### src/rtl/ap_detector.sv
// Registered arithmetic-progression detector over seven WIDTH-bit terms.
// One-cycle latency, modulo 2^WIDTH arithmetic, results held while idle.
module ap_detector #(
    parameter int unsigned WIDTH = 8
) (
    input  logic             clk,
    input  logic             rst,
    input  logic             in_valid,
    input  logic [WIDTH-1:0] a,
    input  logic [WIDTH-1:0] b,
    input  logic [WIDTH-1:0] c,
    input  logic [WIDTH-1:0] d,
    input  logic [WIDTH-1:0] e,
    input  logic [WIDTH-1:0] f,
    input  logic [WIDTH-1:0] g,
    output logic             out_valid,
    output logic             is_ap,
    output logic [WIDTH-1:0] diff
);

    logic [WIDTH-1:0] w_d0;
    logic [WIDTH-1:0] w_d1;
    logic [WIDTH-1:0] w_d2;
    logic [WIDTH-1:0] w_d3;
    logic [WIDTH-1:0] w_d4;
    logic [WIDTH-1:0] w_d5;
    logic             w_is_ap;

    logic             r_out_valid;
    logic             r_is_ap;
    logic [WIDTH-1:0] r_diff;

    // Consecutive differences wrap naturally at WIDTH bits.
    assign w_d0 = b - a;
    assign w_d1 = c - b;
    assign w_d2 = d - c;
    assign w_d3 = e - d;
    assign w_d4 = f - e;
    assign w_d5 = g - f;

    assign w_is_ap = (w_d0 == w_d1) && (w_d1 == w_d2) && (w_d2 == w_d3) &&
                     (w_d3 == w_d4) && (w_d4 == w_d5);

    // Result registers; is_ap/diff hold when no new set is accepted.
    always_ff @(posedge clk) begin
        if (rst) begin
            r_out_valid <= 1'b0;
            r_is_ap     <= 1'b0;
            r_diff      <= '0;
        end else begin
            r_out_valid <= in_valid;
            if (in_valid) begin
                r_is_ap <= w_is_ap;
                r_diff  <= w_d0;
            end
        end
    end

    assign out_valid = r_out_valid;
    assign is_ap     = r_is_ap;
    assign diff      = r_diff;

endmodule

### config.mk
export PLATFORM = sky130hd
export DESIGN_NAME = ap_detector
export DESIGN_NICKNAME = d
export VERILOG_FILES = /design/src/rtl/ap_detector.sv
export SDC_FILE = /design/constraint.sdc
export NUM_CORES = 1
export LEC_CHECK = 0
export CORE_MARGIN = 10
export CORE_UTILIZATION = 55
export DETAILED_ROUTE_END_ITERATION = 7
export HOLD_SLACK_MARGIN = 0.08
export PLACE_DENSITY = 0.88
export SYNTH_ARGS = -nofsm -noshare
export SYNTH_HDL_FRONTEND = slang
export SYNTH_SLANG_ARGS = --single-unit
### constraint.sdc
create_clock -name clk -period 4.4 [get_ports clk]
set_input_delay 0.44 -clock clk [delete_from_list [all_inputs] [get_ports clk]]
set_output_delay 0.44 -clock clk [all_outputs]
set_load 0.02 [all_outputs]
==> qor.txt, run 1 <==
final setup vio count = 0
mean post-synth cell area = 7.46 um2
Crit-path slowest cell = or4_1
total I/O pin count = 69
critical path capture point type = flip-flop
Tmin final = 3.46 ns
post-synthesis sequential area ratio = 7.29%
Post-synth EDFFs = 0
initial antenna violation count = 0
clock sink count = 10
ant diodes = 0
vias = 2907
r2r endpoint = diff[5]$_SDFFE_PP0P_
fin nets = 548
Max Cap Viol = 0
Cells after DPL = 501
CP Depth = 12
hold_sp = diff[0]$_SDFFE_PP0P_
Hold-fix buffers, CTS = 0
RSZ-0062 raised after global routing = no
Bufs and invs on worst path = 2
Setup CP Type = in2reg
worst reg2reg setup slack = 3.68 ns
CP peak stage delay = 0.55 ns
most common cell after layout, fill and taps aside = clkdlybuf4s50_1
max-slew violations = 0
most numerous cell on the critical path = a2111oi_2
maximum VDD drop = 0.000123 V
Critical Path Source Type = primary input
clock buffer depth = 2
global-route wire length before repair = 13500 um
Post-CTS Setup Bufs = 0
Cell Area, Synth = 2750 um2
FF+latch area = 200 um2
Worst Tran Pin Value = 0.993 ns
Data required, critical path = 4.57 ns
crit-path max FO = 4
Chip Height = 90.7 um
mux contribution to synthesized area = 1.82%
GPL Wtd Cong = 0.871
simple-gate share of the synthesized area = 23.9%
CTS tree = done
IO Port Bufs = 68
Std-Cell Rows = 25
Power Density = 189 nW/um2
CP Cell Sequence = clkdlybuf4s50_1 > inv_1 > ha_1 > fa_1 > or4_1 > o21ai_1 > nand4b_1 > a2111oi_2 > nand4_1 > a2111oi_2 > o2111ai_1 > o21ai_0
final non-filler cell total = 504
arrival time worst endpoint = 3.62 ns
Total Wirelength = 7740 um
die footprint = 8220 um2
met1 Use GR = 23.3%
most used routing layer = met2
Leak = 1.59 nW
DP Wirelength = 6690 um
yosys warns = 0
status = completed
Primary FF master, synth = dfxtp_1
most frequent cells in the layout = 68 x clkdlybuf4s50_1, 52 x inv_1, 44 x ha_1
post-synthesis net count = 477
Cell variety after synth = 59
WL/cell = 15.4 um
Core ar. = 4790 um2
Fin Setup TNS = 0 ns
Starting Density = 57.4%
FF-to-FF path depth = 2
Root Driver = clkbuf_8
Final Hold Fails = 0
H-tree lvl count = 1
Detail Route Antenna Nets = 0
crit share post-route = 78.5%
Rel. slew slack = 32.1%
WHS Endpoint = diff[0]$_SDFFE_PP0P_
Post-Syn Instances = 368
XOR/XNOR Fraction of Synth Area = 10.2%
gr usage total = 18.9%
met2 GRT Util = 32.7%
met3 usage = 2.41%
largest net degree at the start of global routing = 11
Min-Delay Path Class = reg2reg
routed vias/inst = 5.77
crit-path leading delay family = compound AO/OA/AOI/OAI gates
Critical R2R Launch = diff[5]$_SDFFE_PP0P_
total grt overflow = 0
share of cells above drive strength 1 = 4.12%
vias in the first global route = 3003
width of the chip = 90.7 um
drt pass-1 iters = 4
Iter 0 DRT Violations = 145
# fillers = 415
maximum clock rate = 289 MHz
main combinational cell family by area after synthesis = compound AO/OA/AOI/OAI gates
Synth Area in Adders = 24.4%
post-CTS resize count = 0
Seq cells post-synth = 10
area growth from synthesis to layout = 28.8%
compound-cell area share of the yosys netlist = 24.6%
CTS buffer count = 3
multi-input logic area = 2330 um2
worst hold stages = 2
ys async rst share = 0%
worst clock skew = 0 ns
clk_lat worst skew = 0.24 ns
DR DRC count = 0
clock slew at reported path FFs = 0.05 ns
-- metal layers --
layer / vias to the layer above / share of wire (%)
li1: 1480 / -
met1: 1338 / 46
met2: 71 / 49
met3: 18 / 3.0
met4: 0 / 1.9
met5: - / 0
-- per-stage QoR --
step           area, um2  hold WS, ns  power (mW)  setup WS [ns]  util (%)
3_3_place_gp        3490        0.472       0.547          0.801      73.0
6_report            3530        0.495       0.667          0.945      73.9
2_1_floorplan       2750        0.542       0.416           1.58         -
3_5_place_dp        3490        0.493       0.563          0.691      73.0
5_1_grt             3530        0.538       0.727          0.637      73.9
4_1_cts             3530        0.502       0.665          0.938      73.9
-- cell usage after synthesis, types with 4 or more instances --
master / n / area, um2
nor2_1: 26 / 97.6
inv_1: 52 / 195
nor2b_1: 13 / 81.3
nor4_1: 6 / 37.5
nand3_1: 6 / 30.0
a21oi_1: 19 / 95.1
nor3_1: 14 / 70.1
dfxtp_1: 10 / 200
nand2_1: 16 / 60.1
o21ai_0: 19 / 95.1
or2_2: 6 / 37.5
ha_1: 44 / 551
nand4_1: 4 / 25.0
nand2b_1: 7 / 43.8
a211oi_1: 7 / 52.6
a31oi_1: 4 / 25.0
xnor2_1: 17 / 149
o21a_1: 7 / 52.6
mux2i_1: 5 / 50.1
xor2_1: 15 / 131
fa_1: 6 / 120
-- where the power goes --
| group | internal [mW] | switching (mW) |
|---|---|---|
| sequential | 0.0987 | 0.00365 |
| clock | 0.0602 | 0.0391 |
| combinational | 0.223 | 0.242 |
| total | 0.382 | 0.285 |
-- how the worst max path moves through the flow --
stage	start	end
3_3_place_gp	d[0]	is_ap$_SDFFE_PP0P_
5_1_grt	d[0]	is_ap$_SDFFE_PP0P_
2_1_floorplan	d[0]	is_ap$_SDFFE_PP0P_
3_5_place_dp	d[0]	is_ap$_SDFFE_PP0P_
4_1_cts	d[0]	is_ap$_SDFFE_PP0P_
6_report	d[0]	is_ap$_SDFFE_PP0P_
-- final cells by class --
type,count,area share [%]
tap,67,2.37
multi-input combinational,304,66.0
inverter,52,5.52
clock buffer,3,1.17
timing repair buffer,68,19.3
sequential,10,5.66
-- flip-flops by register name, indices dropped and copies added, names as in the netlist --
| name | cells |
|---|---|
| diff | 8 |
| is_ap | 1 |
| out_valid | 1 |
-- kinds of logic (layout without fill, tap and decap cells) --
logic type	Yosys count	count (layout)
AO/OA/AOI/OAI	97	97
XOR/XNOR	32	32
adder cells (fa/ha/maj)	50	50
buffers and inverters	54	123
flip-flops	10	10
multiplexers	5	5
AND/OR/NAND/NOR	120	120
-- worst register-to-register path, stage by stage, from the launching register on --
cell and delay [ns]:
dfxtp_1 0.30, a21o_1 0.17, nor2b_1 0.12
(Power assumes the default switching activity.)
==> run 2: changes to the inputs <==
--- a/config.mk
+++ b/config.mk
@@ -6,10 +6,10 @@
 export NUM_CORES = 1
 export LEC_CHECK = 0
 export CORE_MARGIN = 10
-export CORE_UTILIZATION = 55
+export CORE_UTILIZATION = 51
 export DETAILED_ROUTE_END_ITERATION = 7
 export HOLD_SLACK_MARGIN = 0.08
-export PLACE_DENSITY = 0.88
+export PLACE_DENSITY = 0.83
 export SYNTH_ARGS = -nofsm -noshare
 export SYNTH_HDL_FRONTEND = slang
 export SYNTH_SLANG_ARGS = --single-unit
==> constraint.sdc (replaced) <==
create_clock -name clk -period 3.55 [get_ports clk]
set_input_delay 0.355 -clock clk [delete_from_list [all_inputs] [get_ports clk]]
set_output_delay 0.355 -clock clk [all_outputs]
set_load 0.02 [all_outputs]
==> qor.txt, run 2 (synthesized netlist as in run 1, its figures left out) <==
status = completed
Critical Path Source Type = primary input
total I/O pin count = 69
final setup vio count = 0
clk_lat worst skew = 0.24 ns
die footprint = 8720 um2
maximum clock rate = 302 MHz
clock slew at reported path FFs = 0.06 ns
crit-path max FO = 4
largest net degree at the start of global routing = 11
Psw = 360 uW
total power = 864 uW
final instance area = 3590 um2
clock buffer depth = 2
Clk network pwr share = 17.4%
routed vias/inst = 5.66
worst reg2reg setup slack = 2.85 ns
share of cells above drive strength 1 = 5.20%
ant diodes = 0
Tmin final = 3.31 ns
Total Wirelength = 7650 um
gr usage total = 17.9%
Int Power = 504 uW
initial antenna violation count = 0
Root Driver = clkbuf_8
Data required, critical path = 3.72 ns
Setup CP Type = in2reg
CTS tree = done
most common cell after layout, fill and taps aside = clkdlybuf4s50_1
Starting Density = 53.1%
logic gate share of total power = 68.0%
Power Density = 240 nW/um2
width of the chip = 93.4 um
Rel. slew slack = 59.1%
Hold Slack = 0.487 ns
Final Hold Fails = 0
maximum VDD drop = 0.000191 V
RSZ-0062 raised after global routing = no
DP Wirelength = 6600 um
Setup WS pre-CTS = -0.0593 ns
WL/cell = 14.9 um
sequential share of power = 14.6%
global-route wire length before repair = 13300 um
Detail Route Antenna Nets = 0
area growth from synthesis to layout = 30.9%
Cells after DPL = 508
crit share post-route = 93.3%
Std-Cell Rows = 26
Chip Height = 93.4 um
total grt overflow = 0
worst clock skew = 0 ns
H-tree lvl count = 1
vias = 2899
Leak = 1.61 nW
fin nets = 552
vias in the first global route = 2860
DP Area = 3530 um2
CTS buffer count = 3
most frequent cells in the layout = 68 x clkdlybuf4s50_1, 52 x inv_1, 44 x ha_1
Final Util = 69.5%
final non-filler cell total = 512
Fin Setup TNS = 0 ns
IO Port Bufs = 68
GPL Wtd Cong = 0.909
number of flip-flops in the largest register = 8
Min-Delay Path Class = reg2reg
DR DRC count = 0
arrival time worst endpoint = 3.48 ns
post-layout worst setup margin = 0.237 ns
Max Cap Viol = 0
Sw Ratio = 41.6%
critical path capture point type = flip-flop
clock sink count = 10
Worst Tran Pin Value = 0.598 ns
Core ar. = 5170 um2
Iter 0 DRT Violations = 147
drt pass-1 iters = 4
max-slew violations = 0
-- run 2: final cells by class --
cell class | count | area, um2
clock buffer | 4 | 55.1
sequential | 10 | 200
multi-input combinational | 304 | 2350
tap | 70 | 87.6
timing repair buffer | 72 | 711
inverter | 52 | 195
fill | 464 | 1580
-- run 2: worst max-delay path, stage by stage --
cell and delay [ns]:
clkdlybuf4s50_1 0.54, inv_1 0.09, ha_1 0.19, fa_1 0.48, or4_1 0.55, o21ai_1 0.13
nand4b_1 0.13, a2111oi_2 0.25, nand4_1 0.20, a2111oi_4 0.31, o2111ai_1 0.16, o21ai_0 0.09
-- run 2: timing repair --
action | 4_1_cts | 5_1_grt
hold buffers | 0 | 0
endpoints found under the setup margin | 0 | 1
setup buffers | 0 | 0
resized for setup | 0 | 1
endpoints found under the hold margin | 0 | 0
-- run 2: path summary, 6_finish.rpt --
kind	from	depth (start not counted)	endpoint
max	d[0]	12	is_ap$_SDFFE_PP0P_
min	diff[2]$_SDFFE_PP0P_	2	diff[2]$_SDFFE_PP0P_
max reg2reg	diff[5]$_SDFFE_PP0P_	2	diff[5]$_SDFFE_PP0P_
min reg2reg	diff[2]$_SDFFE_PP0P_	2	diff[2]$_SDFFE_PP0P_
-- run 2: metal layers --
metal | GRT usage [%] | up-vias | wire, um
met5 | 0 | - | 0
met4 | 3.08 | 0 | 87
met3 | 2.56 | 8 | 410
met2 | 31.7 | 80 | 3700
met1 | 22.5 | 1322 | 3450
li1 | - | 1489 | -
-- run 2: power groups by stage --
stage                     logic, mW  registers, mW  clock network, mW
final                         0.587          0.126              0.150
after global routing          0.655          0.128              0.159
after CTS                     0.580          0.127              0.150
after detailed placement      0.575          0.129                  0
after global placement        0.557          0.129                  0
after floorplan               0.375          0.141                  0
==> run 3: changes to the inputs <==
--- a/config.mk
+++ b/config.mk
@@ -10,6 +10,7 @@
 export DETAILED_ROUTE_END_ITERATION = 7
 export HOLD_SLACK_MARGIN = 0.08
 export PLACE_DENSITY = 0.83
+export SLEW_MARGIN = 30
 export SYNTH_ARGS = -nofsm -noshare
 export SYNTH_HDL_FRONTEND = slang
 export SYNTH_SLANG_ARGS = --single-unit
==> results of run 3 <==
No change in the layout: final DEF, timing and power equal those of run 2.
